File: src/rtl/adder_arbiter_pkg.sv
// adder_arbiter_pkg: shared types and constants for the two-requester adder arbiter.
// Contents: FSM state encoding (IDLE/ADD/RESP) and the default operand width.
// No ports; imported by adder_arbiter and adder_dp.
package adder_arbiter_pkg;

  localparam int DEFAULT_WIDTH = 8;

  // IDLE: waiting for a request; ADD: latched operands flowing through the adder;
  // RESP: result held for the granted requester until it is taken.
  typedef enum logic [1:0] {
    IDLE = 2'd0,
    ADD  = 2'd1,
    RESP = 2'd2
  } state_e;

endpackage

File: src/rtl/adder_dp.sv
// adder_dp: combinational WIDTH-bit adder with carry out, zero latency.
// Ports: a_i, b_i operands in; sum_o = (a+b) mod 2^WIDTH, carry_o = carry out of bit WIDTH-1.
// No handshake; the arbiter decides when the result is captured.
module adder_dp
  import adder_arbiter_pkg::*;
#(
  parameter int WIDTH = DEFAULT_WIDTH
) (
  input  logic [WIDTH-1:0] a_i,
  input  logic [WIDTH-1:0] b_i,
  output logic [WIDTH-1:0] sum_o,
  output logic             carry_o
);

  // Extend both operands by one bit so the carry is kept rather than truncated.
  assign {carry_o, sum_o} = {1'b0, a_i} + {1'b0, b_i};

endmodule

File: src/rtl/adder_arbiter.sv
// adder_arbiter: two requesters share one adder; round-robin on ties, one operation in flight.
// Latency: operands accepted at edge T, result presented from the cycle after edge T+1 (3 cycles/op min).
// Backpressure: rspN_ready low holds RESP indefinitely; reqN_ready stays low outside IDLE.
// Ports: clk, rst (async, active-high); reqN_valid/a/b in, reqN_ready out;
//        rspN_valid/sum/carry out, rspN_ready in (N = 0,1); busy out (state != IDLE).
module adder_arbiter
  import adder_arbiter_pkg::*;
#(
  parameter int WIDTH = DEFAULT_WIDTH
) (
  input  logic             clk,
  input  logic             rst,

  input  logic             req0_valid,
  input  logic [WIDTH-1:0] req0_a,
  input  logic [WIDTH-1:0] req0_b,
  output logic             req0_ready,

  input  logic             req1_valid,
  input  logic [WIDTH-1:0] req1_a,
  input  logic [WIDTH-1:0] req1_b,
  output logic             req1_ready,

  output logic             rsp0_valid,
  output logic [WIDTH-1:0] rsp0_sum,
  output logic             rsp0_carry,
  input  logic             rsp0_ready,

  output logic             rsp1_valid,
  output logic [WIDTH-1:0] rsp1_sum,
  output logic             rsp1_carry,
  input  logic             rsp1_ready,

  output logic             busy
);

  state_e           state_q, state_d;
  logic             last_grant_q, last_grant_d;
  logic             grant_q, grant_d;
  logic [WIDTH-1:0] a_q, a_d;
  logic [WIDTH-1:0] b_q, b_d;
  logic [WIDTH-1:0] sum_q, sum_d;
  logic             carry_q, carry_d;

  logic [WIDTH-1:0] add_sum;
  logic             add_carry;
  logic             pick;     // requester IDLE would grant this cycle
  logic             accept;   // operand handshake on either requester
  logic             rsp_done; // result handshake on the granted requester

  adder_dp #(
    .WIDTH (WIDTH)
  ) u_adder (
    .a_i     (a_q),
    .b_i     (b_q),
    .sum_o   (add_sum),
    .carry_o (add_carry)
  );

  // Arbitration: a lone requester wins outright; on a tie the one not served last wins.
  always_comb begin
    pick = 1'b0;
    if (req0_valid && req1_valid) begin
      pick = ~last_grant_q;
    end else if (req1_valid) begin
      pick = 1'b1;
    end
  end

  // FSM process 1: state register.
  always_ff @(posedge clk or posedge rst) begin
    if (rst) begin
      state_q <= IDLE;
    end else begin
      state_q <= state_d;
    end
  end

  // FSM process 2: next-state logic.
  always_comb begin
    state_d = state_q;
    case (state_q)
      IDLE:    if (accept)   state_d = ADD;
      ADD:                   state_d = RESP;
      RESP:    if (rsp_done) state_d = IDLE;
      default:               state_d = IDLE;
    endcase
  end

  // FSM process 3: outputs. Ready is masked by rst so nothing is offered during reset,
  // and response data is zeroed whenever its valid is low.
  always_comb begin
    req0_ready = (state_q == IDLE) && !rst && req0_valid && !pick;
    req1_ready = (state_q == IDLE) && !rst && req1_valid &&  pick;
    rsp0_valid = (state_q == RESP) && !grant_q;
    rsp1_valid = (state_q == RESP) &&  grant_q;
    rsp0_sum   = rsp0_valid ? sum_q   : '0;
    rsp0_carry = rsp0_valid ? carry_q : 1'b0;
    rsp1_sum   = rsp1_valid ? sum_q   : '0;
    rsp1_carry = rsp1_valid ? carry_q : 1'b0;
    busy       = (state_q != IDLE);
    accept     = (req0_valid && req0_ready) || (req1_valid && req1_ready);
    rsp_done   = (rsp0_valid && rsp0_ready) || (rsp1_valid && rsp1_ready);
  end

  // Datapath next-state: latch operands and grant on accept, capture the adder in ADD,
  // and record who was served once the result is taken.
  always_comb begin
    grant_d      = grant_q;
    a_d          = a_q;
    b_d          = b_q;
    sum_d        = sum_q;
    carry_d      = carry_q;
    last_grant_d = last_grant_q;
    if (accept) begin
      grant_d = pick;
      a_d     = pick ? req1_a : req0_a;
      b_d     = pick ? req1_b : req0_b;
    end
    if (state_q == ADD) begin
      sum_d   = add_sum;
      carry_d = add_carry;
    end
    if (rsp_done) begin
      last_grant_d = grant_q;
    end
  end

  // last_grant resets to 1 so requester 0 wins the first tie.
  always_ff @(posedge clk or posedge rst) begin
    if (rst) begin
      last_grant_q <= 1'b1;
      grant_q      <= 1'b0;
      a_q          <= '0;
      b_q          <= '0;
      sum_q        <= '0;
      carry_q      <= 1'b0;
    end else begin
      last_grant_q <= last_grant_d;
      grant_q      <= grant_d;
      a_q          <= a_d;
      b_q          <= b_d;
      sum_q        <= sum_d;
      carry_q      <= carry_d;
    end
  end

endmodule

File: config.mk
export PLATFORM = sky130hd
export DESIGN_NAME = adder_arbiter
export DESIGN_NICKNAME = d
export VERILOG_FILES = /design/src/rtl/adder_arbiter_pkg.sv /design/src/rtl/adder_dp.sv /design/src/rtl/adder_arbiter.sv
export SDC_FILE = /design/constraint.sdc
export NUM_CORES = 1
export LEC_CHECK = 0
export BUFFER_PORTS_ARGS = -buffer_cell sky130_fd_sc_hd__buf_2
export CAP_MARGIN = 5
export CORE_MARGIN = 10
export CORE_UTILIZATION = 45
export CTS_CLUSTER_SIZE = 24
export DETAILED_ROUTE_END_ITERATION = 8
export PLACE_DENSITY = 0.75
export SYNTH_ARGS = -nofsm -noshare
export SYNTH_HDL_FRONTEND = slang
export SYNTH_SLANG_ARGS = --single-unit
File: constraint.sdc
create_clock -name clk -period 1.75 [get_ports clk]
set_input_delay 0.175 -clock clk [delete_from_list [all_inputs] [get_ports clk]]
set_output_delay 0.175 -clock clk [all_outputs]
set_load 0.05 [all_outputs]
==> results by group, run 1 <==
Status
  – Status: finished clean

Clock network
  – CTS tree: done
  – Clock transition at the registers of the reported paths: around 0.06 ns
  – Clock latency on the worst-skew pair: approximately 0.28 ns
  – CTS buffer count: 5
  – Clk sinks: 29
  – H-tree depth: 2
  – Clk root buf: clkbuf_8
  – Clock Path Buffers: 2

Route
  – First-pass iteration count of the detailed router: 4
  – Final WL: about 4000 um
  – Wire per inst: approximately 14 um
  – Via Count: between 1.5k and 2k
  – 1st-iter DRT viols: 90
  – Vias per inst: slightly above 5
  – Drt drc: 0
  – Antenna Nets Post-Route: 0

Global route
  – Largest net degree at the start of global routing: 34
  – Initial antenna violation count: 0
  – Vias in the first global route: approximately 1.5k
  – Total congestion overflow: 0
  – Tot GR Track Use: 0.123
  – First-pass GRT wire length: 6720 um

Cells and area
  – Commonest non-fill, non-tap cell in the layout: buf_2
  – Diode count: 0
  – Most frequent cells in the layout: buf_2 (50), dfrtp_1 (27), a21oi_1 (20), and2_1 (20)
  – Layout cell share with drive strength beyond 1: 0.352
  – Layout net count: between 200 and 300
  – Fin util: 0.611
  – Synth-to-Final Area Change: 29.4%

Die
  – Starting density of the core: 0.472
  – Die X: between 80 and 90 um
  – Num ports: 61
  – Core box area: roughly 3700 um2
  – Row cnt: 22
  – Vert. Die Dim: 82.7 um
  – Die area: 6840 um2

STA
  – Final setup viols: 0
  – Setup TNS after final layout: 0 ns
  – Final Hold Viols: 0
  – Fin crit period: 1.72 ns
  – Fmax: slightly below 600 MHz
  – Slew Viols, Final: 0
  – Unrepaired setup endpoints after global routing: yes
  – Rel. slew slack: 0.632
  – Final Cycle Share: 0.980
  – Actual slew at the worst max-slew pin: between 0.5 and 0.6 ns
  – Fin Clk Skew: roughly 0.0025 ns

Synth
  – Distinct cell type count of the synthesized netlist: 42
  – Syn Area/Cell: approximately 9.5 um2
  – Synth Instances: 186
  – Syn Nets: between 200 and 250
  – Post-Synthesis Cell Area: around 1800 um2
  – YS warnings: 0
  – Sequential element share of the synthesized area: 0.411
  – Synth Register Bits: 29

Setup path
  – CP Launch Type: flop
  – CP Class: flop to flop
  – WP buf/inv: 0
  – CP peak stage delay: ~0.39 ns
  – CP delay by family, top: compound AO/OA/AOI/OAI gates
  – Crit Path Max Fanout: 2
  – Req. time, crit path: 1.87 ns
  – CP cell instances: ha_2, fa_2, a211oi_2, o21bai_1, a21oi_1, a31oi_1
  – Worst EP arrival: 1.84 ns
  – Slowest-stage cell, CP: dfrtp_1
  – Crit end category: flop

Placement
  – Port bufs: 60
  – RePlAce Congestion: a little over 0.8
  – HPWL after DPL: 3150 um

Power and ir drop
  – Peak supply drop: between 0.8 and 0.9 mV
  – P_leak: about 1.1 nW
  – PD cells: approximately 1800 nW/um2

Min path
  – Worst Hold Class: input port to flop

Flow run
  – # Max-Cap Violations: 0
[cells by family (layout without fill, tap and decap cells)]
logic type,count (synthesis),after routing,share of synthesized area
AND/OR/NAND/NOR,68,68,0.203
AO/OA/AOI/OAI,47,47,0.164
flip-flops,29,29,0.411
multiplexers,18,18,0.103
buffers and inverters,13,80,0.0410
adder cells (fa/ha/maj),9,9,0.0679
XOR/XNOR,2,2,0.00991
[registers in the layout (all words and copies together) (netlist names)]
name and flops:
last_grant_q 1, sum_q 8, carry_q 1, grant_q 1, a_q 8, state_q 2, b_q 8
[cells in the mapped netlist]
| master | count | area [um2] |
|---|---|---|
| nor3_1 | 2 | 10.0 |
| o21bai_1 | 1 | 7.51 |
| a21boi_1 | 1 | 7.51 |
| inv_1 | 3 | 11.3 |
| clkbuf_1 | 2 | 7.51 |
| buf_2 | 4 | 20.0 |
| nand3b_1 | 1 | 7.51 |
| and2_1 | 20 | 125 |
| nand2_1 | 13 | 48.8 |
| a211oi_1 | 5 | 37.5 |
| a21oi_1 | 20 | 100 |
| nand3_1 | 2 | 10.0 |
| xnor2_1 | 1 | 8.76 |
| fa_1 | 1 | 20.0 |
| a21o_1 | 3 | 22.5 |
| xor2_1 | 1 | 8.76 |
| ha_1 | 8 | 100 |
| buf_6 | 1 | 11.3 |
| nand2b_1 | 1 | 6.26 |
| a31oi_1 | 2 | 12.5 |
| dfstp_2 | 1 | 26.3 |
| nor2b_1 | 1 | 6.26 |
| o21ai_0 | 8 | 40.0 |
| mux2_2 | 1 | 11.3 |
| nor2_1 | 19 | 71.3 |
| a22o_1 | 1 | 8.76 |
| and3_1 | 1 | 6.26 |
| a2111o_1 | 1 | 11.3 |
| buf_4 | 3 | 22.5 |
| nand4_1 | 1 | 6.26 |
| dfrtp_1 | 28 | 701 |
| nor3_2 | 1 | 10.0 |
| mux2i_1 | 17 | 170 |
| nor4_1 | 1 | 6.26 |
| nor3b_1 | 2 | 15.0 |
| or2_2 | 1 | 6.26 |
| a211o_1 | 1 | 8.76 |
| o21a_1 | 2 | 15.0 |
| o211a_1 | 1 | 10.0 |
| or4b_1 | 1 | 10.0 |
| nand2b_4 | 1 | 13.8 |
| a221oi_1 | 1 | 8.76 |
[cell type report]
type / instances / area [um2]
Multi-Input combinational cell: 144 / 995
Fill cell: 345 / 1460
Inverter: 3 / 11.3
Tap cell: 48 / 60.1
Sequential cell: 29 / 728
Clock buffer: 5 / 68.8
Timing Repair Buffer: 69 / 408
Clock inverter: 3 / 17.5
[timing repair]
item / CTS / global route
endpoints found under the setup margin: 13 / 22
buffers inserted: 0 / 1
pin swaps: 2 / 0
gates resized for setup: 2 / 23
hold buffers: 1 / 0
hold endpoints to repair: 28 / 0
[stage by stage]
step / std cells / worst slack (ns) / hold slack, ns / power (mW) / instance area, um2
floorplan: 186 / 0.0286 / 0.252 / 2.98 / 1780
global placement: 291 / -0.00727 / 0.279 / 3.46 / 2140
detailed placement: 291 / -0.0641 / 0.278 / 3.53 / 2140
CTS: 300 / 0.00149 / 0.131 / 4.10 / 2240
global route: 301 / -0.0298 / 0.141 / 4.51 / 2290
finish: 301 / 0.0343 / 0.134 / 4.14 / 2290
[worst reg2reg max path, stage by stage (launching register included)]
cell,delay [ns]
dfrtp_1,0.39
ha_2,0.19
fa_2,0.35
a211oi_2,0.21
o21bai_1,0.13
a21oi_1,0.17
a31oi_1,0.12
[path summary, 6_finish.rpt]
path / start / slack, ns / depth (start not counted) / endpoint
worst min register to register: sum_q[1] / 0.48 / 2 / sum_q[1]
worst max register to register: b_q[0] / 0.03 / 6 / carry_q
min in group asynchronous: rst / 0.51 / 4 / sum_q[0]
worst min-delay path: rsp1_ready / 0.13 / 2 / last_grant_q
worst max-delay path: b_q[0] / 0.03 / 6 / carry_q
max in group asynchronous: rst / 0.93 / 4 / last_grant_q
[power by group]
group	leakage, nW	switching [mW]	internal, mW
registers	0.331	0.231	1.00
clock network	0.0439	0.259	0.273
logic	0.758	1.39	0.980
total	1.13	1.88	2.26
[per-layer routing]
layer,global-route usage,up-vias,wire [um]
met5,0,-,0
met4,0.0418,0,72
met3,0.0335,10,314
met2,0.177,60,1720
met1,0.173,698,1990
li1,-,786,-
No activity file was read; power rests on OpenSTA's default activity.
==> inputs of run 2 (changes only) <==
--- a/config.mk
+++ b/config.mk
@@ -7,11 +7,13 @@
 export LEC_CHECK = 0
 export BUFFER_PORTS_ARGS = -buffer_cell sky130_fd_sc_hd__buf_2
 export CAP_MARGIN = 5
+export CELL_PAD_IN_SITES_DETAIL_PLACEMENT = 0
+export CELL_PAD_IN_SITES_GLOBAL_PLACEMENT = 2
 export CORE_MARGIN = 10
-export CORE_UTILIZATION = 45
+export CORE_UTILIZATION = 26
 export CTS_CLUSTER_SIZE = 24
 export DETAILED_ROUTE_END_ITERATION = 8
-export PLACE_DENSITY = 0.75
+export PLACE_DENSITY = 0.74
 export SYNTH_ARGS = -nofsm -noshare
 export SYNTH_HDL_FRONTEND = slang
 export SYNTH_SLANG_ARGS = --single-unit
==> run 2 against run 1 <==
The flow now finishes with violations (negative setup slack). Die area is 54% higher. Largest cell class unchanged. Highest routed layer unchanged. Count of clock-buffer cells in the layout is 1 higher. Flip-flop and latch count stayed put. Combinational power is 7% higher. Non-clock buffer count is 8 higher. Cell count is 12% higher.
==> results by group, run 2 (synthesized netlist as in run 1, its figures left out) <==
Status
  – Status: complete, but fails checks
  – Failing checks: negative setup slack

Global route
  – Largest net degree at the start of global routing: 34
  – Total congestion overflow: 0
  – Initial antenna violation count: 0
  – Vias in the first global route: approximately 1.5k
  – Tot GR Track Use: 0.0847
  – First-pass GRT wire length: 7210 um

STA
  – Rel. slew slack: 0.611
  – Unrepaired setup endpoints after global routing: yes
  – Slew Viols, Final: 0
  – Fin crit period: approximately 1.8 ns
  – PnR worst setup slack: -0.0254 ns
  – Final Hold Viols: 0
  – Actual slew at the worst max-slew pin: 0.583 ns
  – Final Cycle Share: 1.01
  – Final setup viols: 1
  – Fin Clk Skew: around 0.0044 ns
  – Hold slack: ~0.14 ns
  – Fmax: roughly 560 MHz

Cells and area
  – Fill cell count: ~670
  – Diode count: 0
  – Layout cell share with drive strength beyond 1: 0.368
  – Synth-to-Final Area Change: 35.7%
  – Commonest non-fill, non-tap cell in the layout: buf_2
  – Biggest regs: a_q x8, b_q x8, sum_q x8
  – Layout net count: slightly above 300
  – Most frequent cells in the layout: buf_2 (47), dfrtp_1 (27), and2_1 (20)
  – Non-filler cells, final: 338

Min path
  – Hold EP: last_grant_q
  – Worst Hold Class: input port to flop
  – WHS Path Cells: 2
  – Worst hold start: rsp1_ready

Die
  – Row cnt: 29
  – Starting density of the core: 0.272
  – Vert. Die Dim: 102 um
  – Die area: 10,500 um2
  – Die X: approximately 100 um
  – Num ports: 61
  – Core box area: 6490 um2

Route
  – Vias per inst: about 4.6
  – 1st-iter DRT viols: between 90 and 100
  – Via Count: 1,549
  – Drt drc: 0
  – Final WL: roughly 4400 um
  – First-pass iteration count of the detailed router: 4
  – Wire per inst: approximately 13 um
  – Antenna Nets Post-Route: 0

Placement
  – HPWL after DPL: around 3400 um
  – RePlAce Congestion: 0.779
  – Placed Cells: 323
  – Port bufs: 60

Setup path
  – RR Startpoint: a_q[0]
  – CP peak stage delay: about 0.38 ns
  – Reg2reg end: carry_q
  – Worst EP arrival: ~1.9 ns
  – CP Class: flop to flop
  – Worst r2r path cells: 6
  – Crit Path Max Fanout: 2
  – CP Launch Type: flop
  – Crit end category: flop
  – WP buf/inv: 0
  – Worst R2R Setup Slack: -0.03 ns
  – Slowest-stage cell, CP: dfrtp_1
  – CP cell instances: ha_2, fa_2, a211oi_2, o21bai_1, a21oi_1, a31oi_1
  – Req. time, crit path: about 1.9 ns
  – CP delay by family, top: compound AO/OA/AOI/OAI gates

Clock network
  – Clock latency on the worst-skew pair: between 0.2 and 0.3 ns
  – Clock Path Buffers: 2
  – Clock transition at the registers of the reported paths: about 0.06 ns
  – CTS tree: done
  – CTS buffer count: 5
  – H-tree depth: 2
  – Clk root buf: clkbuf_8
  – Clk sinks: 29

Flow run
  – # Max-Cap Violations: 0

Power and ir drop
  – PD cells: 1790 nW/um2
  – Total power: 4.29 mW
  – P_leak: 1.17 nW
  – Peak supply drop: 0.528 mV
-- run 2: worst max path at each step --
stage          cells after the start   start  slack (ns)      end
6_report                           6  a_q[0]       -0.03  carry_q
5_1_grt                            6  b_q[0]       -0.15  carry_q
4_1_cts                            6  a_q[0]       0.004  carry_q
3_5_place_dp                       6  a_q[0]       -0.09  carry_q
3_3_place_gp                       6  a_q[0]       -0.03  carry_q
2_1_floorplan                      6  a_q[0]        0.03  carry_q
-- run 2: layout make-up --
cell class	count	area (um2)	area share
flip-flops and latches	29	728	0.304
well taps	77	96.3	0.0402
clock buffers	6	72.6	0.0303
inverters	3	11.3	0.00469
clock inverters	2	10.0	0.00417
multi-input cells	144	993	0.414
repair buffers	77	487	0.203
-- run 2: power breakdown --
part | internal [mW] | switching, mW
clock network | 0.275 | 0.243
logic | 1.10 | 1.44
registers | 1.00 | 0.227
total | 2.38 | 1.91
-- run 2: through the flow --
stage,setup TNS (ns),setup WS (ns),util,cell area (um2)
2_1_floorplan,0,0.0286,-,1780
3_3_place_gp,-0.0277,-0.0277,0.339,2200
3_5_place_dp,-0.126,-0.0889,0.339,2200
4_1_cts,0,0.00363,0.354,2300
5_1_grt,-0.238,-0.148,0.369,2400
6_report,-0.0254,-0.0254,0.369,2400
-- run 2: layer usage --
metal | vias to the layer above | routed length, um | track usage
met5 | - | 0 | 0
met4 | 0 | 65 | 0.0358
met3 | 5 | 271 | 0.0229
met2 | 48 | 1930 | 0.130
met1 | 683 | 2110 | 0.109
li1 | 813 | - | -
-- run 2: timing repair --
action | 4_1_cts | 5_1_grt
setup buffers | 0 | 6
pin swaps | 2 | 8
endpoints found under the hold margin | 28 | 0
setup endpoints to repair | 3 | 23
cloned | 0 | 0
resized for setup | 1 | 24
hold buffers | 1 | 0
==> inputs of run 3 (changes only) <==
--- a/config.mk
+++ b/config.mk
@@ -13,7 +13,8 @@
 export CORE_UTILIZATION = 26
 export CTS_CLUSTER_SIZE = 24
 export DETAILED_ROUTE_END_ITERATION = 8
-export PLACE_DENSITY = 0.74
+export PLACE_DENSITY = 0.8
+export REMOVE_ABC_BUFFERS = 1
 export SYNTH_ARGS = -nofsm -noshare
 export SYNTH_HDL_FRONTEND = slang
 export SYNTH_SLANG_ARGS = --single-unit
==> run 3 against run 2 <==
The flow now finishes without violations. Die area unchanged. Wire length increased by 2.8%. Critical path depth decreased by 1. Sequential power about the same. Worst hold slack got worse by 0.0027 ns. Largest power group unchanged.
==> results by group, run 3 (synthesized netlist as in run 1, its figures left out) <==
Cells and area
  – Fin util: 0.371
  – Most frequent cells in the layout: buf_2 (43), dfrtp_1 (27), buf_4 (22)
  – Synth-to-Final Area Change: 36.4%
  – Layout cell share with drive strength beyond 1: 0.362
  – Non-filler cells, final: roughly 330
  – Layout net count: about 300
  – Commonest non-fill, non-tap cell in the layout: buf_2
  – Design area: 2410 um2
  – Biggest regs: a_q x8, b_q x8, sum_q x8
  – Diode count: 0

STA
  – Final setup viols: 0
  – Fin crit period: approximately 1.7 ns
  – Fin Clk Skew: approximately 0.0034 ns
  – Final Hold Viols: 0
  – Slew Viols, Final: 0
  – Actual slew at the worst max-slew pin: 0.378 ns
  – PnR worst setup slack: around 0.077 ns
  – Hold slack: between 0.1 and 0.15 ns
  – Rel. slew slack: 0.748
  – Final Cycle Share: 0.956
  – Fmax: between 500 and 600 MHz

Power and ir drop
  – Combinational power share: 0.585
  – Switching portion of total power: 0.443
  – Cell Int Power: about 2.4 mW
  – Clock power share: 0.130
  – P_leak: 1.17 nW
  – Peak supply drop: around 0.51 mV
  – Sw Pwr: 1.91 mW
  – Sequential Power Share: 0.284
  – PD cells: ~1800 nW/um2

Global route
  – Total congestion overflow: 0
  – Initial antenna violation count: 0
  – First-pass GRT wire length: between 7000 and 8000 um
  – Vias in the first global route: around 1.6k
  – Tot GR Track Use: 0.0888
  – Largest net degree at the start of global routing: 34

Die
  – Row cnt: 29
  – Core box area: 6490 um2
  – Die area: 10,500 um2
  – Starting density of the core: 0.272
  – Die X: ~100 um
  – Num ports: around 60
  – Vert. Die Dim: between 100 and 150 um

Route
  – Wire per inst: 13.5 um
  – Via Count: about 1.5k
  – Drt drc: 0
  – Final WL: 4500 um
  – First-pass iteration count of the detailed router: 4
  – 1st-iter DRT viols: 26
  – Antenna Nets Post-Route: 0
  – Vias per inst: approximately 4.6

Setup path
  – CP cell instances: nand2b_4, nor2_2, buf_4, and2_1, buf_2
  – Crit Path Max Fanout: 5
  – CP Launch Type: flop
  – CP delay by family, top: flip-flops
  – Req. time, crit path: around 1.6 ns
  – WP buf/inv: 2
  – Slowest-stage cell, CP: dfrtp_2
  – CP peak stage delay: about 0.44 ns
  – Worst EP arrival: ~1.5 ns
  – CP Class: flop to output port
  – Crit end category: output port

Placement
  – Pre-CTS setup slack: -0.0815 ns
  – Port bufs: 60
  – RePlAce Congestion: about 0.76
  – Placed inst area: 2210 um2
  – HPWL after DPL: 3500 um
  – Placed Cells: ~330

Clock network
  – Clock Path Buffers: 2
  – Clk root buf: clkbuf_8
  – Clk sinks: 29
  – Setup Buffers After CTS: 0
  – CTS tree: done
  – H-tree depth: 2
  – Clock transition at the registers of the reported paths: 0.06 ns
  – Clock latency on the worst-skew pair: ~0.28 ns
  – CTS buffer count: 5

Flow run
  – # Max-Cap Violations: 0

Status
  – Status: finished clean

Min path
  – Worst Hold Class: input port to flop
==> run 3: worst register-to-register path, cell delays in order (launching register included) <==
cell      delay, ns
dfrtp_1        0.38
ha_2           0.20
fa_2           0.37
buf_4          0.15
a21o_1         0.18
a211oi_2       0.20
o21ai_1        0.08
==> run 3: repair_timing <==
item / CTS / global route
pin swaps: 1 / 3
hold buffers: 1 / 0
endpoints found under the setup margin: 21 / 23
gates resized for setup: 19 / 14
endpoints found under the hold margin: 28 / 0
==> run 3: per-layer routing <==
metal / share of wire / vias to the layer above / GRT usage
li1: - / 800 / -
met1: 0.46 / 693 / 0.110
met2: 0.46 / 38 / 0.140
met3: 0.062 / 5 / 0.0277
met4: 0.016 / 0 / 0.0358
met5: 0 / - / 0
==> run 3: final cells by class <==
class,count,area [um2]
fill,683,4080
multi-input combinational,144,1010
sequential,29,728
timing repair buffer,73,474
tap,77,96.3
clock buffer,8,90.1
inverter,3,11.3
==> run 3: stage by stage <==
| step | power [mW] | setup TNS (ns) |
|---|---|---|
| 6_report | 4.32 | 0 |
| 5_1_grt | 4.73 | -0.0155 |
| 4_1_cts | 4.25 | 0 |
| 3_5_place_dp | 3.59 | -0.124 |
| 3_3_place_gp | 3.58 | -0.0629 |
| 2_1_floorplan | 2.91 | -13.61 |
==> run 3: path summary, 6_finish.rpt <==
check	to	from	slack, ns	depth (start not counted)
setup / recovery	rsp1_sum[7]	state_q[0]	0.08	5
hold / removal	last_grant_q	rsp1_ready	0.14	2
setup reg to reg	sum_q[4]	b_q[0]	0.08	6
hold reg to reg	sum_q[0]	sum_q[0]	0.49	2
max in group asynchronous	last_grant_q	rst	0.92	4
min in group asynchronous	grant_q	rst	0.53	4
==> run 3: power groups by stage <==
stage	Combinational, mW	Sequential [mW]	Clock, mW
floorplan	1.74	1.17	0
global placement	2.35	1.23	0
detailed placement	2.35	1.24	0
CTS	2.44	1.23	0.581
global route	2.84	1.29	0.605
finish	2.53	1.23	0.563
